==> src/rtl/ps2_event_rx_if.sv <==
// rtl/ps2_event_rx_if.sv - key event valid/ready stream between ps2_event_rx and its consumer
interface ps2_event_rx_if;
    logic       ev_valid;
    logic       ev_ready;
    logic [7:0] ev_code;
    logic       ev_brk;
    logic       ev_ext;

    modport master (output ev_valid, output ev_code, output ev_brk, output ev_ext, input ev_ready);
    modport slave  (input ev_valid, input ev_code, input ev_brk, input ev_ext, output ev_ready);
endinterface

==> src/rtl/ps2_event_rx.sv <==
// rtl/ps2_event_rx.sv - PS/2 keyboard receiver: filter, framer, E0/F0 decoder, event FIFO
// Optional auto-repeat suppression is built when TYPEMATIC_FILTER_EN is defined.
module ps2_event_rx #(
    parameter int CLK_HZ     = 100_000_000,
    parameter int FILT_LEN   = 8,
    parameter int TIMEOUT_US = 2000,
    parameter int FIFO_DEPTH = 8
) (
    input  logic              clk,
    input  logic              rst_n,
    input  logic              ps2_clk,
    input  logic              ps2_data,
    ps2_event_rx_if.master    ev,
    output logic              err_parity,
    output logic              err_frame,
    output logic [7:0]        err_cnt,
    output logic              overflow
);
    localparam int TMO   = CLK_HZ / 1_000_000 * TIMEOUT_US;
    localparam int GAP_W = $clog2(TMO + 1);
    localparam int FW    = $clog2(FILT_LEN);
    localparam int PW    = $clog2(FIFO_DEPTH);
    localparam int CW    = PW + 1;

    typedef enum logic [1:0] {S_IDLE, S_DATA, S_PARITY, S_STOP} state_t;

    logic [1:0]       sync_clk_q, sync_clk_d, sync_dat_q, sync_dat_d;
    logic             fclk_q, fclk_d, fdat_q, fdat_d, fclk_prev_q, fclk_prev_d;
    logic [FW-1:0]    fclk_cnt_q, fclk_cnt_d, fdat_cnt_q, fdat_cnt_d;
    logic             clk_fall;
    state_t           state_q, state_d;
    logic [2:0]       bitcnt_q, bitcnt_d;
    logic [7:0]       shreg_q, shreg_d, byte_q, byte_d;
    logic             par_q, par_d, byte_stb_q, byte_stb_d;
    logic [GAP_W-1:0] gap_q, gap_d;
    logic             err_par_q, err_par_d, err_frm_q, err_frm_d;
    logic [7:0]       err_cnt_q, err_cnt_d;
    logic             ext_pend_q, ext_pend_d, brk_pend_q, brk_pend_d;
    logic             push, pop, full, wr_ok;
    logic [9:0]       ev_word;
    logic [9:0]       mem_q [FIFO_DEPTH];
    logic [9:0]       mem_d [FIFO_DEPTH];
    logic [PW-1:0]    wr_ptr_q, wr_ptr_d, rd_ptr_q, rd_ptr_d;
    logic [CW-1:0]    count_q, count_d;
    logic             overflow_q, overflow_d;
`ifdef TYPEMATIC_FILTER_EN
    logic [8:0]       last_make_q, last_make_d;
`endif

    assign clk_fall = fclk_prev_q & ~fclk_q;

    // Synchroniser and run-length filter: a line only moves after FILT_LEN disagreeing samples.
    always_comb begin
        sync_clk_d  = {sync_clk_q[0], ps2_clk};
        sync_dat_d  = {sync_dat_q[0], ps2_data};
        fclk_prev_d = fclk_q;
        fclk_d      = fclk_q;
        fclk_cnt_d  = '0;
        fdat_d      = fdat_q;
        fdat_cnt_d  = '0;
        if (sync_clk_q[1] != fclk_q) begin
            if (fclk_cnt_q == FW'(FILT_LEN - 1)) fclk_d = sync_clk_q[1];
            else                                 fclk_cnt_d = fclk_cnt_q + 1'b1;
        end
        if (sync_dat_q[1] != fdat_q) begin
            if (fdat_cnt_q == FW'(FILT_LEN - 1)) fdat_d = sync_dat_q[1];
            else                                 fdat_cnt_d = fdat_cnt_q + 1'b1;
        end
    end

    always_comb begin
        state_d    = state_q;
        bitcnt_d   = bitcnt_q;
        shreg_d    = shreg_q;
        par_d      = par_q;
        byte_d     = byte_q;
        byte_stb_d = 1'b0;
        err_par_d  = 1'b0;
        err_frm_d  = 1'b0;
        if (state_q == S_IDLE || clk_fall) gap_d = '0;
        else if (gap_q == GAP_W'(TMO))     gap_d = gap_q;
        else                               gap_d = gap_q + 1'b1;
        if (clk_fall) begin
            case (state_q)
                S_IDLE: begin
                    if (!fdat_q) begin
                        state_d  = S_DATA;
                        bitcnt_d = '0;
                    end else begin
                        err_frm_d = 1'b1;
                    end
                end
                S_DATA: begin
                    shreg_d[bitcnt_q] = fdat_q;
                    if (bitcnt_q == 3'd7) state_d = S_PARITY;
                    else                  bitcnt_d = bitcnt_q + 1'b1;
                end
                S_PARITY: begin
                    par_d   = fdat_q;
                    state_d = S_STOP;
                end
                default: begin
                    state_d = S_IDLE;
                    if (!(^{shreg_q, par_q})) begin
                        err_par_d = 1'b1;
                    end else if (!fdat_q) begin
                        err_frm_d = 1'b1;
                    end else begin
                        byte_stb_d = 1'b1;
                        byte_d     = shreg_q;
                    end
                end
            endcase
        end else if (state_q != S_IDLE && gap_q == GAP_W'(TMO)) begin
            state_d   = S_IDLE;
            err_frm_d = 1'b1;
        end
        err_cnt_d = err_cnt_q;
        if ((err_par_d || err_frm_d) && err_cnt_q != 8'hFF) err_cnt_d = err_cnt_q + 1'b1;
    end

    // Prefix folding; the event is pushed in the cycle after the byte strobe.
    always_comb begin
        ext_pend_d = ext_pend_q;
        brk_pend_d = brk_pend_q;
        push       = 1'b0;
        ev_word    = {ext_pend_q, brk_pend_q, byte_q};
`ifdef TYPEMATIC_FILTER_EN
        last_make_d = last_make_q;
`endif
        if (err_par_q || err_frm_q) begin
            ext_pend_d = 1'b0;
            brk_pend_d = 1'b0;
        end else if (byte_stb_q) begin
            if (byte_q == 8'hE0) begin
                ext_pend_d = 1'b1;
            end else if (byte_q == 8'hF0) begin
                brk_pend_d = 1'b1;
            end else begin
                push       = 1'b1;
                ext_pend_d = 1'b0;
                brk_pend_d = 1'b0;
`ifdef TYPEMATIC_FILTER_EN
                if (!brk_pend_q) begin
                    if ({ext_pend_q, byte_q} == last_make_q) push = 1'b0;
                    else                                     last_make_d = {ext_pend_q, byte_q};
                end else if ({ext_pend_q, byte_q} == last_make_q) begin
                    last_make_d = '0;
                end
`endif
            end
        end
    end

    always_comb begin
        pop        = (count_q != '0) && ev.ev_ready;
        full       = (count_q == CW'(FIFO_DEPTH));
        wr_ok      = push && (!full || pop);
        overflow_d = overflow_q | (push && full && !pop);
        mem_d      = mem_q;
        if (wr_ok) mem_d[wr_ptr_q] = ev_word;
        wr_ptr_d   = wr_ok ? wr_ptr_q + 1'b1 : wr_ptr_q;
        rd_ptr_d   = pop ? rd_ptr_q + 1'b1 : rd_ptr_q;
        count_d    = count_q;
        if (wr_ok && !pop)      count_d = count_q + 1'b1;
        else if (!wr_ok && pop) count_d = count_q - 1'b1;
    end

    always_ff @(posedge clk or negedge rst_n) begin
        if (!rst_n) begin
            sync_clk_q  <= 2'b11;
            sync_dat_q  <= 2'b11;
            fclk_q      <= 1'b1;
            fdat_q      <= 1'b1;
            fclk_prev_q <= 1'b1;
            fclk_cnt_q  <= '0;
            fdat_cnt_q  <= '0;
            state_q     <= S_IDLE;
            bitcnt_q    <= '0;
            shreg_q     <= '0;
            par_q       <= 1'b0;
            byte_q      <= '0;
            byte_stb_q  <= 1'b0;
            gap_q       <= '0;
            err_par_q   <= 1'b0;
            err_frm_q   <= 1'b0;
            err_cnt_q   <= '0;
            ext_pend_q  <= 1'b0;
            brk_pend_q  <= 1'b0;
            for (int i = 0; i < FIFO_DEPTH; i++) mem_q[i] <= '0;
            wr_ptr_q    <= '0;
            rd_ptr_q    <= '0;
            count_q     <= '0;
            overflow_q  <= 1'b0;
`ifdef TYPEMATIC_FILTER_EN
            last_make_q <= '0;
`endif
        end else begin
            sync_clk_q  <= sync_clk_d;
            sync_dat_q  <= sync_dat_d;
            fclk_q      <= fclk_d;
            fdat_q      <= fdat_d;
            fclk_prev_q <= fclk_prev_d;
            fclk_cnt_q  <= fclk_cnt_d;
            fdat_cnt_q  <= fdat_cnt_d;
            state_q     <= state_d;
            bitcnt_q    <= bitcnt_d;
            shreg_q     <= shreg_d;
            par_q       <= par_d;
            byte_q      <= byte_d;
            byte_stb_q  <= byte_stb_d;
            gap_q       <= gap_d;
            err_par_q   <= err_par_d;
            err_frm_q   <= err_frm_d;
            err_cnt_q   <= err_cnt_d;
            ext_pend_q  <= ext_pend_d;
            brk_pend_q  <= brk_pend_d;
            mem_q       <= mem_d;
            wr_ptr_q    <= wr_ptr_d;
            rd_ptr_q    <= rd_ptr_d;
            count_q     <= count_d;
            overflow_q  <= overflow_d;
`ifdef TYPEMATIC_FILTER_EN
            last_make_q <= last_make_d;
`endif
        end
    end

    assign ev.ev_valid = (count_q != '0);
    assign {ev.ev_ext, ev.ev_brk, ev.ev_code} = mem_q[rd_ptr_q];
    assign err_parity  = err_par_q;
    assign err_frame   = err_frm_q;
    assign err_cnt     = err_cnt_q;
    assign overflow    = overflow_q;
endmodule

==> src/flat_wrapper.sv <==
// flat-port wrapper written by rule: the top's interface ports become plain ports
module ps2_event_rx_flat 
#(
    parameter int CLK_HZ     = 100_000_000,
    parameter int FILT_LEN   = 8,
    parameter int TIMEOUT_US = 2000,
    parameter int FIFO_DEPTH = 8
)
  (clk, rst_n, ps2_clk, ps2_data, err_parity, err_frame, err_cnt, overflow, ev_ev_valid, ev_ev_code, ev_ev_brk, ev_ev_ext, ev_ev_ready);
  ps2_event_rx_if ev_i ();
  input  logic clk;
  input  logic rst_n;
  input  logic ps2_clk;
  input  logic ps2_data;
  output logic err_parity;
  output logic err_frame;
  output logic [7:0] err_cnt;
  output logic overflow;
  output wire logic [$bits(ev_i.ev_valid)-1:0] ev_ev_valid;
  output wire logic [$bits(ev_i.ev_code)-1:0] ev_ev_code;
  output wire logic [$bits(ev_i.ev_brk)-1:0] ev_ev_brk;
  output wire logic [$bits(ev_i.ev_ext)-1:0] ev_ev_ext;
  input wire logic [$bits(ev_i.ev_ready)-1:0] ev_ev_ready;
  assign ev_ev_valid = ev_i.ev_valid;
  assign ev_ev_code = ev_i.ev_code;
  assign ev_ev_brk = ev_i.ev_brk;
  assign ev_ev_ext = ev_i.ev_ext;
  assign ev_i.ev_ready = ev_ev_ready;
  ps2_event_rx #(.CLK_HZ(CLK_HZ), .FILT_LEN(FILT_LEN), .TIMEOUT_US(TIMEOUT_US), .FIFO_DEPTH(FIFO_DEPTH)) u_core (.clk(clk), .rst_n(rst_n), .ps2_clk(ps2_clk), .ps2_data(ps2_data), .ev(ev_i), .err_parity(err_parity), .err_frame(err_frame), .err_cnt(err_cnt), .overflow(overflow));
endmodule
==> config.mk <==
export PLATFORM = sky130hd
export DESIGN_NAME = ps2_event_rx_flat
export DESIGN_NICKNAME = d
export VERILOG_FILES = /design/src/rtl/ps2_event_rx_if.sv /design/src/rtl/ps2_event_rx.sv /design/src/flat_wrapper.sv
export SDC_FILE = /design/constraint.sdc
export NUM_CORES = 1
export LEC_CHECK = 0
export CORE_ASPECT_RATIO = 0.7
export CORE_UTILIZATION = 55
export CTS_CLUSTER_SIZE = 12
export DETAILED_ROUTE_END_ITERATION = 16
export PLACE_DENSITY = 0.82
export REMOVE_ABC_BUFFERS = 1
export SKIP_LAST_GASP = 1
export SYNTH_ARGS = -nofsm -noshare
export SYNTH_HDL_FRONTEND = slang
export SYNTH_SLANG_ARGS = --single-unit
==> constraint.sdc <==
create_clock -name clk -period 2.6 [get_ports clk]
set_clock_uncertainty 0.05 [all_clocks]
set_input_delay 0.39 -clock clk [delete_from_list [all_inputs] [get_ports clk]]
set_output_delay 0.39 -clock clk [all_outputs]
set_load 0.02 [all_outputs]
==> run summary <==
Layout cell share with drive strength beyond 1: 0.3579
Synth unique cells: 58
Residual DRC count: 0
CTS tree: done
Vias in the first global route: 4874
GPL Wtd Cong: 0.8835
CP required: 2840 ps
Period Utilization, post-route: 0.9789
Clk root buf: clkbuf_16
Hpwl dp: 10030 um
Max Root-Sink Buffers: 2
Die area: 13820 um^2
Leakage power: 4.142 nW
Slew @ Worst Pin: 667.4 ps
Highest clock rate: 392.9 MHz
FF-to-FF setup slack: 50 ps
Initial drt markers: 295
Synth Register Bits: 157
Global-route wire length before repair: 25670 um
Fill count: 830
Chip Width: 140.1 um
Yosys warns: 0
Number of enable flip-flop cells after synthesis: 0
Reg clk slew, reported paths: 60 ps
Final Hold Fails: 0
CP endpoint kind: flip-flop
RSZ-0062 raised after global routing: yes
I/O pin count: 27
Finished Cell Area: 8672 um^2
Nets@finish: 634
Synth top area cells: dfrtp_1 (51%), mux2_2 (13%), mux4_2 (6.1%), ha_1 (3.1%), dfstp_2 (2.5%)
Initial antenna violation count: 0
VDD IR-drop max: 450.2 uV
WS Path Type: reg -> reg
Row cnt: 34
Hold/Removal Path Class: reg -> reg
Power density over the cells: 774.7 nW/um^2
Synth top area share: 0.5114
Worst-Skew Late Latency: 420 ps
Post-synthesis cell area: 7340 um^2
Synth Area per Inst: 13.39 um^2
Status: complete, no violations
Final setup vio count: 0
Antenna Nets Post-Route: 0
Crit path max fanout: 11
Core Region: 12720 um^2
WL final: 15220 um
Pin count of the biggest net entering global routing: 76
Mapped Cells: 548
Vias/cell: 5.862
DR WL/cell: 19.39 um
Slew Limit Fails: 0
TritonCTS buffer count: 17
Post-synth ARST share: 1.000
Grt ovf: 0
H-tree Lvls: 4
End of the worst hold path: u_core.sync_dat_q[1]
Max Cap Viol: 0
TritonCTS Sinks: 157
HP Start: u_core.sync_dat_q[0]
Startpoint types: flip-flop
Vias: 4602
Top cells by count, synth: dfrtp_1 (150), mux2_2 (82), nand2_1 (33)
Ys flop type: dfrtp_1
Port bufs: 26
Worst flop-to-flop path endpoint: u_core.mem_q[70]
Final TNS setup: 0 ps
Layout Utilization: 0.6818
GRT Util Overall: 0.2439
Die H: 98.65 um
Period minus WS final: 2545 ps
# diodes: 0
WHS Path Cells: 0
Count leader, synth: dfrtp_1
Initial Utilization: 0.5770
DR pass1 iterations: 5
Slew headroom: 0.5551
FF-to-FF path depth: 7
Crit Reg-Reg Startpoint: u_core.byte_q[2]
Largest area contributor in the netlist: dfrtp_1
Post-placement cell area: 7973 um^2
Worst endpoint data arrival time: 2780 ps
Seq/Total Area, Yosys: 0.5365
Area Overhead vs Synth: 18.16%
-- metrics by stage --
stage	hold slack, ps	worst slack [ps]	power (mW)	instances
6_report	309.0	54.75	6.718	785
2_1_floorplan	44.41	-181.7	3.561	519
5_1_grt	319.1	-43.67	7.043	785
3_3_place_gp	296.4	-160.0	3.986	744
4_1_cts	309.5	-91.66	6.721	783
3_5_place_dp	300.0	-233.0	4.063	744
-- cell families after synthesis --
kind of cell / synth area share
flops: 0.5365
simple gates: 0.09479
mux: 0.2295
compound gates: 0.03751
buf+inv: 0.02591
xor+xnor: 0.04245
fa+ha+maj: 0.03341
-- metal layers --
layer	vias to the layer above	wire (um)	global-route usage
li1	2094	-	-
met1	2406	7042	0.3417
met2	91	7384	0.3819
met3	11	652	0.06268
met4	0	144	0.06509
met5	-	0	0
-- worst max path at each step --
stage                     slack (ps)                 to               start
final                             50   u_core.mem_q[70]    u_core.byte_q[2]
after global placement          -160  u_core.count_q[3]         ev_ev_ready
after floorplan                 -180   u_core.mem_q[60]    u_core.byte_q[1]
after global routing             -40  u_core.count_q[3]    u_core.byte_q[2]
after CTS                        -90      ev_ev_code[0]  u_core.rd_ptr_q[0]
after detailed placement        -230  u_core.count_q[3]         ev_ev_ready
-- report_power, final --
part	switching, mW	internal [mW]	leakage (nW)
logic	0.693	0.649	1.70
clock network	1.03	1.53	0.294
registers	0.191	2.63	2.14
total	1.91	4.81	4.14
-- worst max-delay path, stage by stage, from the launching register on --
cell,delay [ps]
dfrtp_1,430
nor4_4,350
a41oi_2,200
and3b_2,290
buf_4,140
buf_4,160
and3b_1,380
mux2_1,410
-- state kept, by name (all words and copies together), names as in the netlist, 4 cells and up --
register	count
u_core.gap_q	18
u_core.count_q	4
u_core.shreg_q	8
u_core.mem_q	80
u_core.byte_q	8
u_core.err_cnt	8
-- repair_timing --
item / in CTS / in global routing
hold buffers: 1 / 0
endpoints found under the hold margin: 63 / 0
resized for setup: 34 / 16
setup endpoints to repair: 11 / 8
pin swaps: 0 / 6
buffers inserted: 6 / 3
-- area by class of cell --
cell class | instances | area, um^2 | area share
Clock buffer | 18 | 429.2 | 0.04949
Clock inverter | 14 | 178.9 | 0.02063
Inverter | 10 | 37.54 | 0.004328
Multi-Input combinational cell | 352 | 3271 | 0.3771
Sequential cell | 157 | 3939 | 0.4542
Tap cell | 162 | 202.7 | 0.02337
Timing Repair Buffer | 72 | 614.3 | 0.07084
-- placed cells by master (no fill, tap or decap), drive strengths merged, types with 3 or more instances in the layout --
cell type and n:
nand3b 4, and3 3, o21ai 23, nor3 4, dfrtp 150, mux4 20
bufinv 3, inv 17, a21oi 8, buf 53, or3 4, xor2 14
mux2 105, and2 4, nor4 3, nor4b 3, dfstp 7, nor2 27
ha 18, clkbuf 19, nor3b 5, nand4 5, clkdlybuf4s50 15, nand2 34
nand2b 5, nand3 14, xnor2 19
No activity file was read; power rests on OpenSTA's default activity.
==> RTL change: new RTL, config.mk and constraints unchanged <==
`TIMEOUT_US` is set to 2000 in 2 places; all go to 500.
--- a/src/rtl/ps2_event_rx.sv
+++ b/src/rtl/ps2_event_rx.sv
@@ -3,7 +3,7 @@
 module ps2_event_rx #(
     parameter int CLK_HZ     = 100_000_000,
     parameter int FILT_LEN   = 8,
-    parameter int TIMEOUT_US = 2000,
+    parameter int TIMEOUT_US = 500,
     parameter int FIFO_DEPTH = 8
 ) (
     input  logic              clk,
--- a/src/flat_wrapper.sv
+++ b/src/flat_wrapper.sv
@@ -3,7 +3,7 @@
 #(
     parameter int CLK_HZ     = 100_000_000,
     parameter int FILT_LEN   = 8,
-    parameter int TIMEOUT_US = 2000,
+    parameter int TIMEOUT_US = 500,
     parameter int FIFO_DEPTH = 8
 )
   (clk, rst_n, ps2_clk, ps2_data, err_parity, err_frame, err_cnt, overflow, ev_ev_valid, ev_ev_code, ev_ev_brk, ev_ev_ext, ev_ev_ready);
Function: no difference found for any inputs over 10 cycles, from zero or initial values and one cycle with rst_n low; that may be too few to reach the edited logic, so the function may still have changed.
==> RTL change against the original RTL <==
Wire length up 1.0%. Setup slack worse by 21 ps. Hold slack worse by 4.6 ps. Total power up 2.5%. Count of clock-buffer cells in the layout down 1. Core utilization down 0.96 points. Combinational power up 14%. Sequential cell count down 2. Critical path depth up 5. Area after synthesis up 1.5%. Final area up 2.2%. Largest power group unchanged. Highest routed layer unchanged.
==> RTL change: results <==
group,metric,value,unit
drt,drtIter0Drc,299,
global_route,grt_pass1_wl,25200,microns
placement,dp_cells,759,
global_route,grt_usage,23.8,%
pwr,p_sw,0.00199,W
setup_path,path_max_fanout,2,
drt,vias_per_cell,5.86,
placement,gp_congestion,0.820,
placement,dpl_worst_slack,-306,ps
final_layout,clock_area_share,6.92,%
final_layout,seqCellArea,3890,sq um
cts,cts.repair.resized,47,
die,tapCellCount,185,
logic_synthesis,synthCells,549,
drt,wl_per_cell,19.2,microns
placement,hpwl,9720,microns
outcome,status,"finished clean",
timing,worst_slew_pin_slew,680,ps
setup_path,regToRegSetupSlack,30,ps
drt,dr.pass1.iters,4,
pwr,ir_worst_vdd,534,uV
setup_path,r2r-start,"u_core.byte_q[1]",
logic_synthesis,synth_area_leaders,"dfrtp_1, mux2_2, mux4_2",
final_layout,final_net_count,627,
final_layout,comb.multi_input.count,356,
logic_synthesis,ys_ff_latch,155,
setup_path,worstPathArrival,2820,ps
final_layout,stdcell_count,801,
placement,placed_cell_area,8110,sq um
global_route,grt_pass1_vias,4721,
final_layout,multi_input_area_share,38.8,%
final_layout,drive_above_1_share,38.5,%
timing,post-route-min-period,2570,ps
## RTL change: cell types whose count changed after synthesis, sizes merged, moves of 4 or more
| cell | change |
|---|---|
| mux2 | +8 |
| and2 | +5 |
| nand2 | -8 |
| o21ai | -13 |
| and3 | +6 |
| xnor2 | -6 |
| a221oi | +4 |
## RTL change: cells by family after synthesis
kind of cell,after synthesis,synth area share (%)
flops,155,52.2
mux,135,24.4
simple gates,132,9.99
compound gates,41,3.88
buf+inv,38,2.49
xor+xnor,29,3.78
fa+ha+maj,19,3.29
## RTL change: path summary, 6_finish.rpt
kind                                   endpoint
setup / recovery              u_core.count_q[3]
hold / removal             u_core.sync_dat_q[1]
min in group asynchronous       u_core.gap_q[5]
setup reg to reg              u_core.count_q[3]
hold reg to reg            u_core.sync_dat_q[1]
max in group asynchronous    u_core.fclk_prev_q
## RTL change: layer usage
layer	track usage [%]	share of wire [%]
met4	6.27	0.94
met3	5.78	4.1
met1	34.4	47
met2	36.3	48
met5	0	0
